==> src/rtl/pll_reset_sequencer.sv <==
// rtl/pll_reset_sequencer.sv - PLL reset/lock sequencer with retry, fail and loss-of-lock tracking
module pll_reset_sequencer #(
    parameter int unsigned RESET_CYCLES        = 16,
    parameter int unsigned LOCK_STABLE_CYCLES  = 64,
    parameter int unsigned LOCK_TIMEOUT_CYCLES = 4096,
    parameter int unsigned MAX_RETRIES         = 3
) (
    input  logic       clk,
    input  logic       aresetn,
    input  logic       pll_lock,
    input  logic       restart,
    output logic       pll_resetb,
    output logic       pll_bypass,
    output logic       core_resetn,
    output logic       locked,
    output logic       fail,
    output logic [3:0] retry_count,
    output logic [7:0] lol_count
);

    // One shared counter, sized for the longest wait of any state.
    localparam int unsigned CNT_MAX_A = (RESET_CYCLES > LOCK_STABLE_CYCLES) ? RESET_CYCLES : LOCK_STABLE_CYCLES;
    localparam int unsigned CNT_MAX   = (CNT_MAX_A > LOCK_TIMEOUT_CYCLES) ? CNT_MAX_A : LOCK_TIMEOUT_CYCLES;
    localparam int unsigned CW        = $clog2(CNT_MAX + 1);

    localparam logic [CW-1:0] RST_LAST = CW'(RESET_CYCLES - 1);
    localparam logic [CW-1:0] STB_LAST = CW'(LOCK_STABLE_CYCLES - 1);
    localparam logic [CW-1:0] TO_LAST  = CW'(LOCK_TIMEOUT_CYCLES - 1);
    localparam logic [3:0]    RETRY_LIM = 4'(MAX_RETRIES);

    typedef enum logic [2:0] {
        S_RESET_PLL,
        S_WAIT_LOCK,
        S_STABLE,
        S_RUN,
        S_FAIL
    } state_e;

    logic          rst_meta_q;
    logic          rst_sync_q;
    logic          rst_n;
    logic          lock_meta_q;
    logic          lock_s_q;
    state_e        state_q, state_d;
    logic [CW-1:0] cnt_q, cnt_d;
    logic [3:0]    retry_q, retry_d;
    logic [7:0]    lol_q, lol_d;
    logic          pll_resetb_q;
    logic          pll_bypass_q;
    logic          core_resetn_q;
    logic          locked_q;
    logic          fail_q;

    // Reset asserts immediately, releases two clk edges after aresetn rises.
    always_ff @(posedge clk or negedge aresetn) begin
        if (!aresetn) begin
            rst_meta_q <= 1'b0;
            rst_sync_q <= 1'b0;
        end else begin
            rst_meta_q <= 1'b1;
            rst_sync_q <= rst_meta_q;
        end
    end

    assign rst_n = rst_sync_q;

    // Two-flop synchronizer; only lock_s_q is used for decisions.
    always_ff @(posedge clk or negedge rst_n) begin
        if (!rst_n) begin
            lock_meta_q <= 1'b0;
            lock_s_q    <= 1'b0;
        end else begin
            lock_meta_q <= pll_lock;
            lock_s_q    <= lock_meta_q;
        end
    end

    // Next-state logic; restart overrides every other transition.
    always_comb begin
        state_d = state_q;
        cnt_d   = cnt_q + 1'b1;
        retry_d = retry_q;
        lol_d   = lol_q;
        if (restart) begin
            state_d = S_RESET_PLL;
            cnt_d   = '0;
            retry_d = 4'd0;
        end else begin
            case (state_q)
                S_RESET_PLL: begin
                    if (cnt_q == RST_LAST) begin
                        state_d = S_WAIT_LOCK;
                        cnt_d   = '0;
                    end
                end
                S_WAIT_LOCK: begin
                    if (lock_s_q) begin
                        state_d = S_STABLE;
                        cnt_d   = '0;
                    end else if (cnt_q == TO_LAST) begin
                        retry_d = retry_q + 4'd1;
                        cnt_d   = '0;
                        state_d = (retry_d == RETRY_LIM) ? S_FAIL : S_RESET_PLL;
                    end
                end
                S_STABLE: begin
                    if (!lock_s_q) begin
                        state_d = S_WAIT_LOCK;
                        cnt_d   = '0;
                    end else if (cnt_q == STB_LAST) begin
                        state_d = S_RUN;
                        cnt_d   = '0;
                        retry_d = 4'd0;
                    end
                end
                S_RUN: begin
                    cnt_d = cnt_q;
                    if (!lock_s_q) begin
                        state_d = S_RESET_PLL;
                        cnt_d   = '0;
                        if (lol_q != 8'hFF) begin
                            lol_d = lol_q + 8'd1;
                        end
                    end
                end
                S_FAIL: begin
                    cnt_d = cnt_q;
                end
                default: begin
                    state_d = S_RESET_PLL;
                    cnt_d   = '0;
                end
            endcase
        end
    end

    // State, counters and outputs registered together; outputs decode the next state.
    always_ff @(posedge clk or negedge rst_n) begin
        if (!rst_n) begin
            state_q       <= S_RESET_PLL;
            cnt_q         <= '0;
            retry_q       <= 4'd0;
            lol_q         <= 8'd0;
            pll_resetb_q  <= 1'b0;
            pll_bypass_q  <= 1'b0;
            core_resetn_q <= 1'b0;
            locked_q      <= 1'b0;
            fail_q        <= 1'b0;
        end else begin
            state_q       <= state_d;
            cnt_q         <= cnt_d;
            retry_q       <= retry_d;
            lol_q         <= lol_d;
            pll_resetb_q  <= !(state_d == S_RESET_PLL || state_d == S_FAIL);
            pll_bypass_q  <= (state_d == S_FAIL);
            core_resetn_q <= (state_d == S_RUN);
            locked_q      <= (state_d == S_RUN);
            fail_q        <= (state_d == S_FAIL);
        end
    end

    assign pll_resetb  = pll_resetb_q;
    assign pll_bypass  = pll_bypass_q;
    assign core_resetn = core_resetn_q;
    assign locked      = locked_q;
    assign fail        = fail_q;
    assign retry_count = retry_q;
    assign lol_count   = lol_q;

endmodule

==> config.mk <==
export PLATFORM = sky130hd
export DESIGN_NAME = pll_reset_sequencer
export DESIGN_NICKNAME = d
export VERILOG_FILES = /design/src/rtl/pll_reset_sequencer.sv
export SDC_FILE = /design/constraint.sdc
export NUM_CORES = 1
export LEC_CHECK = 0
export CAP_MARGIN = 20
export CORE_ASPECT_RATIO = 0.8
export CORE_MARGIN = 5
export CORE_UTILIZATION = 40
export DETAILED_ROUTE_END_ITERATION = 8
export PLACE_DENSITY_LB_ADDON = 0.25
export SLEW_MARGIN = 20
export SYNTH_ARGS = -nofsm -noshare
export SYNTH_HDL_FRONTEND = slang
export SYNTH_SLANG_ARGS = --single-unit
==> constraint.sdc <==
create_clock -name clk -period 3.3 [get_ports clk]
set_input_delay 0.825 -clock clk [delete_from_list [all_inputs] [get_ports clk]]
set_output_delay 0.825 -clock clk [all_outputs]
set_load 0.01 [all_outputs]
==> metrics.log <==
INFO  metric hold_class = reg2async
INFO  metric post_cts_setup_buffers = 0
INFO  metric worstSkewPairLatency = 0.28 ns
INFO  metric nets = 224
INFO  metric numCtsBuffers = 5
INFO  metric grt_max_degree = 22
INFO  metric detail_route.iter0.violations = 123
INFO  metric worst_pin_slew = 0.660 ns
INFO  metric grt_usage = 15.0%
INFO  metric setup_violations = 0
INFO  metric asyncSetResetFlopFracSynth = 100%
INFO  metric tritoncts = built
INFO  metric syn-instance-count = 197
INFO  metric timing.critical_path.slowest_stage_cell = sky130_fd_sc_hd__nor4_2
INFO  metric cts.repair.resized = 0
INFO  metric fin_tns_setup = 0 ns
INFO  metric synthesis.yosys.warnings = 0
INFO  metric achievable-frequency = 0.416 GHz
INFO  metric post-dp-hpwl = 2.84 mm
INFO  metric fp.coreArea = 4570 sq um
INFO  metric ff2ff_path_depth = 6
INFO  metric antenna_diode_instance_count = 0
INFO  metric max-slew-margin-rel = 55.8%
INFO  metric clockRootBuffer = sky130_fd_sc_hd__clkbuf_8
INFO  metric synth_nets = 205
INFO  metric detail_route.drc_violations = 0
INFO  metric period_share = 72.8%
INFO  metric n_fill_cell = 451
INFO  metric synth_edf_count = 0
INFO  metric synthToLayoutAreaGrowth = 18.2%
INFO  metric routed_wirelength = 4.11 mm
INFO  metric yosysSeqAreaShare = 46.6%
INFO  metric critPathRequiredTime = 3.45 ns
INFO  metric critical_path.top_delay_family = simple AND/OR/NAND/NOR gates
INFO  metric met3_routed_length = 179 microns
INFO  metric cell_chain_of_the_critical_path = ha_1 > nand4_1 > nor4_2 > o211ai_2 > nor3_2 > nor4_1
INFO  metric timing.critical_path.depth = 6
INFO  metric timing.critical_path.slowest_cell_delay = 0.48 ns
INFO  metric globalRouteOverflowTotal = 0
INFO  metric synth_cell_types = 47
INFO  metric gp_congestion = 0.761
INFO  metric slew_viol_final = 0
INFO  metric clk_path_buf_depth = 2
INFO  metric critical_path_capture_point_type = flip-flop
INFO  metric ioPinCount = 21
INFO  metric cts.sink_count = 35
INFO  metric worstPathMaxFanout = 11
INFO  metric top_layer_used = met4
INFO  metric setup.worst_path.start_class = flip-flop
INFO  metric met2_length = 1.76 mm
INFO  metric cp_data_arrival_time = 2.55 ns
INFO  metric antenna_found_initial = 0
INFO  metric initial_utilization = 41.1%
INFO  metric setup_repair_after_global_routing_missed_its_margin = no
INFO  metric fin_cells = 277
INFO  metric synth.cell_area = 1880 sq um
INFO  metric outcome = finished clean
INFO  metric first_global_vias = 1524
INFO  metric post_cts_hold_buffer_count = 0
INFO  metric synthesis.area_per_instance = 9.54 sq um
INFO  metric layout_min_cycle_time = 2.40 ns
INFO  metric hold_viol = 0
INFO  metric critical_path.n_buffers_inverters = 0
INFO  metric clk_transition_reported_paths = 0.07 ns
INFO  metric dp_cells = 269
INFO  metric port_buffers = 20
INFO  metric wl_per_cell = 14.8 microns
INFO  metric drive_above_1_share = 7.83%
INFO  metric num_rows = 22
INFO  metric via_count_of_the_routed_design = 1553
INFO  metric first_pass_iters = 4
INFO  metric avgViaCountPerCell = 5.61
INFO  metric detail_route.wirelength.met1 = 2.11 mm
INFO  metric vdd_ir_drop_max = 205 uV
INFO  metric power.leakage = 0.951 nW
INFO  metric power_per_cell_area = 368 nW/um^2
INFO  metric skew = 0.00399 ns
INFO  metric maxCapViolations = 0
INFO  metric first_pass_grt_wire_length = 7.36 mm
INFO  metric htree_levels = 2
INFO  metric yosys_most_used_dff = sky130_fd_sc_hd__dfrtp_1
INFO  metric floorplan.die.width = 86.6 microns
INFO  metric criticalPathCategory = reg2reg
INFO  metric antenna_violating_nets_post_route = 0
INFO  metric floorplan.die.height = 71.3 microns
INFO  metric fp.dieArea = 6180 sq um
INFO  metric synth-seq-cells = 35
[stage by stage]
step	power, mW	instance area, sq um	hold slack, ns	util [%]	setup slack [ns]
after floorplan	0.471	1880	0.331	-	1.33
after global placement	0.488	2110	0.257	46.3	0.847
after detailed placement	0.489	2110	0.277	46.3	0.775
after CTS	0.833	2210	0.273	48.5	0.926
after global routing	0.854	2220	0.324	48.6	0.659
final	0.818	2220	0.249	48.6	0.899
[cell type report]
class / count / area (sq um) / area share [%]
inverters: 7 / 26.3 / 1.18
repair buffers: 22 / 215 / 9.69
clock buffers: 8 / 100 / 4.51
multi-input cells: 145 / 928 / 41.8
flip-flops and latches: 35 / 876 / 39.4
well taps: 60 / 75.1 / 3.38
[per-layer routing]
| layer | GRT usage (%) | vias up |
|---|---|---|
| li1 | - | 763 |
| met1 | 22.2 | 753 |
| met2 | 21.1 | 32 |
| met3 | 3.45 | 5 |
| met4 | 5.36 | 0 |
| met5 | 0 | - |
[flip-flops by register name, summed over array words and instances, names as in the netlist]
register,flops
pll_resetb,1
locked,1
state_q,3
lol_count,8
retry_count,4
lock_meta_q,1
rst_n,1
cnt_q,13
lock_s_q,1
rst_meta_q,1
fail,1
[path summary, 6_finish.rpt]
path                                            end  slack (ns)                   from
setup / recovery               cnt_q[8]$_DFFE_PN0P_        0.90   cnt_q[0]$_DFFE_PN0P_
min in group clk                 lock_s_q$_DFF_PN0_        0.35  lock_meta_q$_DFF_PN0_
hold / removal             lol_count[0]$_DFFE_PN0P_        0.25        rst_n$_DFF_PN0_
max in group asynchronous      cnt_q[8]$_DFFE_PN0P_        2.35        rst_n$_DFF_PN0_
hold reg to reg            lol_count[0]$_DFFE_PN0P_        0.25        rst_n$_DFF_PN0_
setup reg to reg               cnt_q[8]$_DFFE_PN0P_        0.90   cnt_q[0]$_DFFE_PN0P_
[where the power goes]
part | leakage, nW | total, mW | switching [mW] | internal, mW
sequential | 0.468 | 0.448 | 0.0111 | 0.437
clock | 0.0515 | 0.338 | 0.148 | 0.190
combinational | 0.432 | 0.0320 | 0.0173 | 0.0147
[kinds of logic (layout without fill, tap and decap cells)]
family                     Yosys count  after routing  share of synthesized area [%]
buffers and inverters               17             37                           4.33
adders and majority gates            4              4                           2.66
DFF                                 35             35                           46.6
and+or+nand+nor                     92             92                           27.2
muxes                                2              2                           1.07
AOI/OAI and AO/OA                   38             38                           14.2
other                                1              1                          0.200
xor gates and xnor gates             8              8                           3.73
[cells in the mapped netlist, types with 3 or more instances]
library cell / count / area (sq um)
sky130_fd_sc_hd__nor2_1: 12 / 45.0
sky130_fd_sc_hd__nor3_1: 11 / 55.1
sky130_fd_sc_hd__o21ai_0: 7 / 35.0
sky130_fd_sc_hd__xnor2_1: 5 / 43.8
sky130_fd_sc_hd__ha_1: 4 / 50.1
sky130_fd_sc_hd__nand4_1: 5 / 31.3
sky130_fd_sc_hd__and2_1: 4 / 25.0
sky130_fd_sc_hd__clkbuf_1: 5 / 18.8
sky130_fd_sc_hd__xor2_1: 3 / 26.3
sky130_fd_sc_hd__a21oi_1: 8 / 40.0
sky130_fd_sc_hd__dfrtp_1: 35 / 876
sky130_fd_sc_hd__nand2b_1: 3 / 18.8
sky130_fd_sc_hd__inv_1: 7 / 26.3
sky130_fd_sc_hd__a211oi_1: 4 / 30.0
sky130_fd_sc_hd__nor4_1: 10 / 62.6
sky130_fd_sc_hd__nand3_1: 6 / 30.0
sky130_fd_sc_hd__a31oi_1: 3 / 18.8
sky130_fd_sc_hd__nand2_1: 17 / 63.8
sky130_fd_sc_hd__and3_1: 11 / 68.8
[cell usage in the layout, fill, tap and decap left out, types with 2 or more instances in the layout]
cell / netlist / routed
sky130_fd_sc_hd__dfrtp_1: 35 / 35
sky130_fd_sc_hd__clkdlybuf4s50_1: 0 / 20
sky130_fd_sc_hd__nand2_1: 17 / 17
sky130_fd_sc_hd__nor2_1: 12 / 12
sky130_fd_sc_hd__nor3_1: 11 / 11
sky130_fd_sc_hd__and3_1: 11 / 11
sky130_fd_sc_hd__nor4_1: 10 / 10
sky130_fd_sc_hd__a21oi_1: 8 / 8
sky130_fd_sc_hd__inv_1: 7 / 7
sky130_fd_sc_hd__o21ai_0: 7 / 7
sky130_fd_sc_hd__clkbuf_8: 0 / 7
sky130_fd_sc_hd__nand3_1: 6 / 6
sky130_fd_sc_hd__nand4_1: 5 / 5
sky130_fd_sc_hd__xnor2_1: 5 / 5
sky130_fd_sc_hd__and2_1: 4 / 4
sky130_fd_sc_hd__a211oi_1: 4 / 4
sky130_fd_sc_hd__ha_1: 4 / 4
sky130_fd_sc_hd__nand2b_1: 3 / 3
sky130_fd_sc_hd__xor2_1: 3 / 3
sky130_fd_sc_hd__or4_1: 2 / 2
sky130_fd_sc_hd__or3_1: 2 / 2
sky130_fd_sc_hd__o31ai_1: 2 / 2
sky130_fd_sc_hd__nand3b_1: 2 / 2
sky130_fd_sc_hd__o22ai_1: 2 / 2
sky130_fd_sc_hd__a31oi_1: 3 / 2
sky130_fd_sc_hd__and4_1: 2 / 2
sky130_fd_sc_hd__o21bai_1: 2 / 2
sky130_fd_sc_hd__mux2i_1: 2 / 2
sky130_fd_sc_hd__buf_4: 2 / 2
Note: power is estimated with default switching activity, not from simulation.
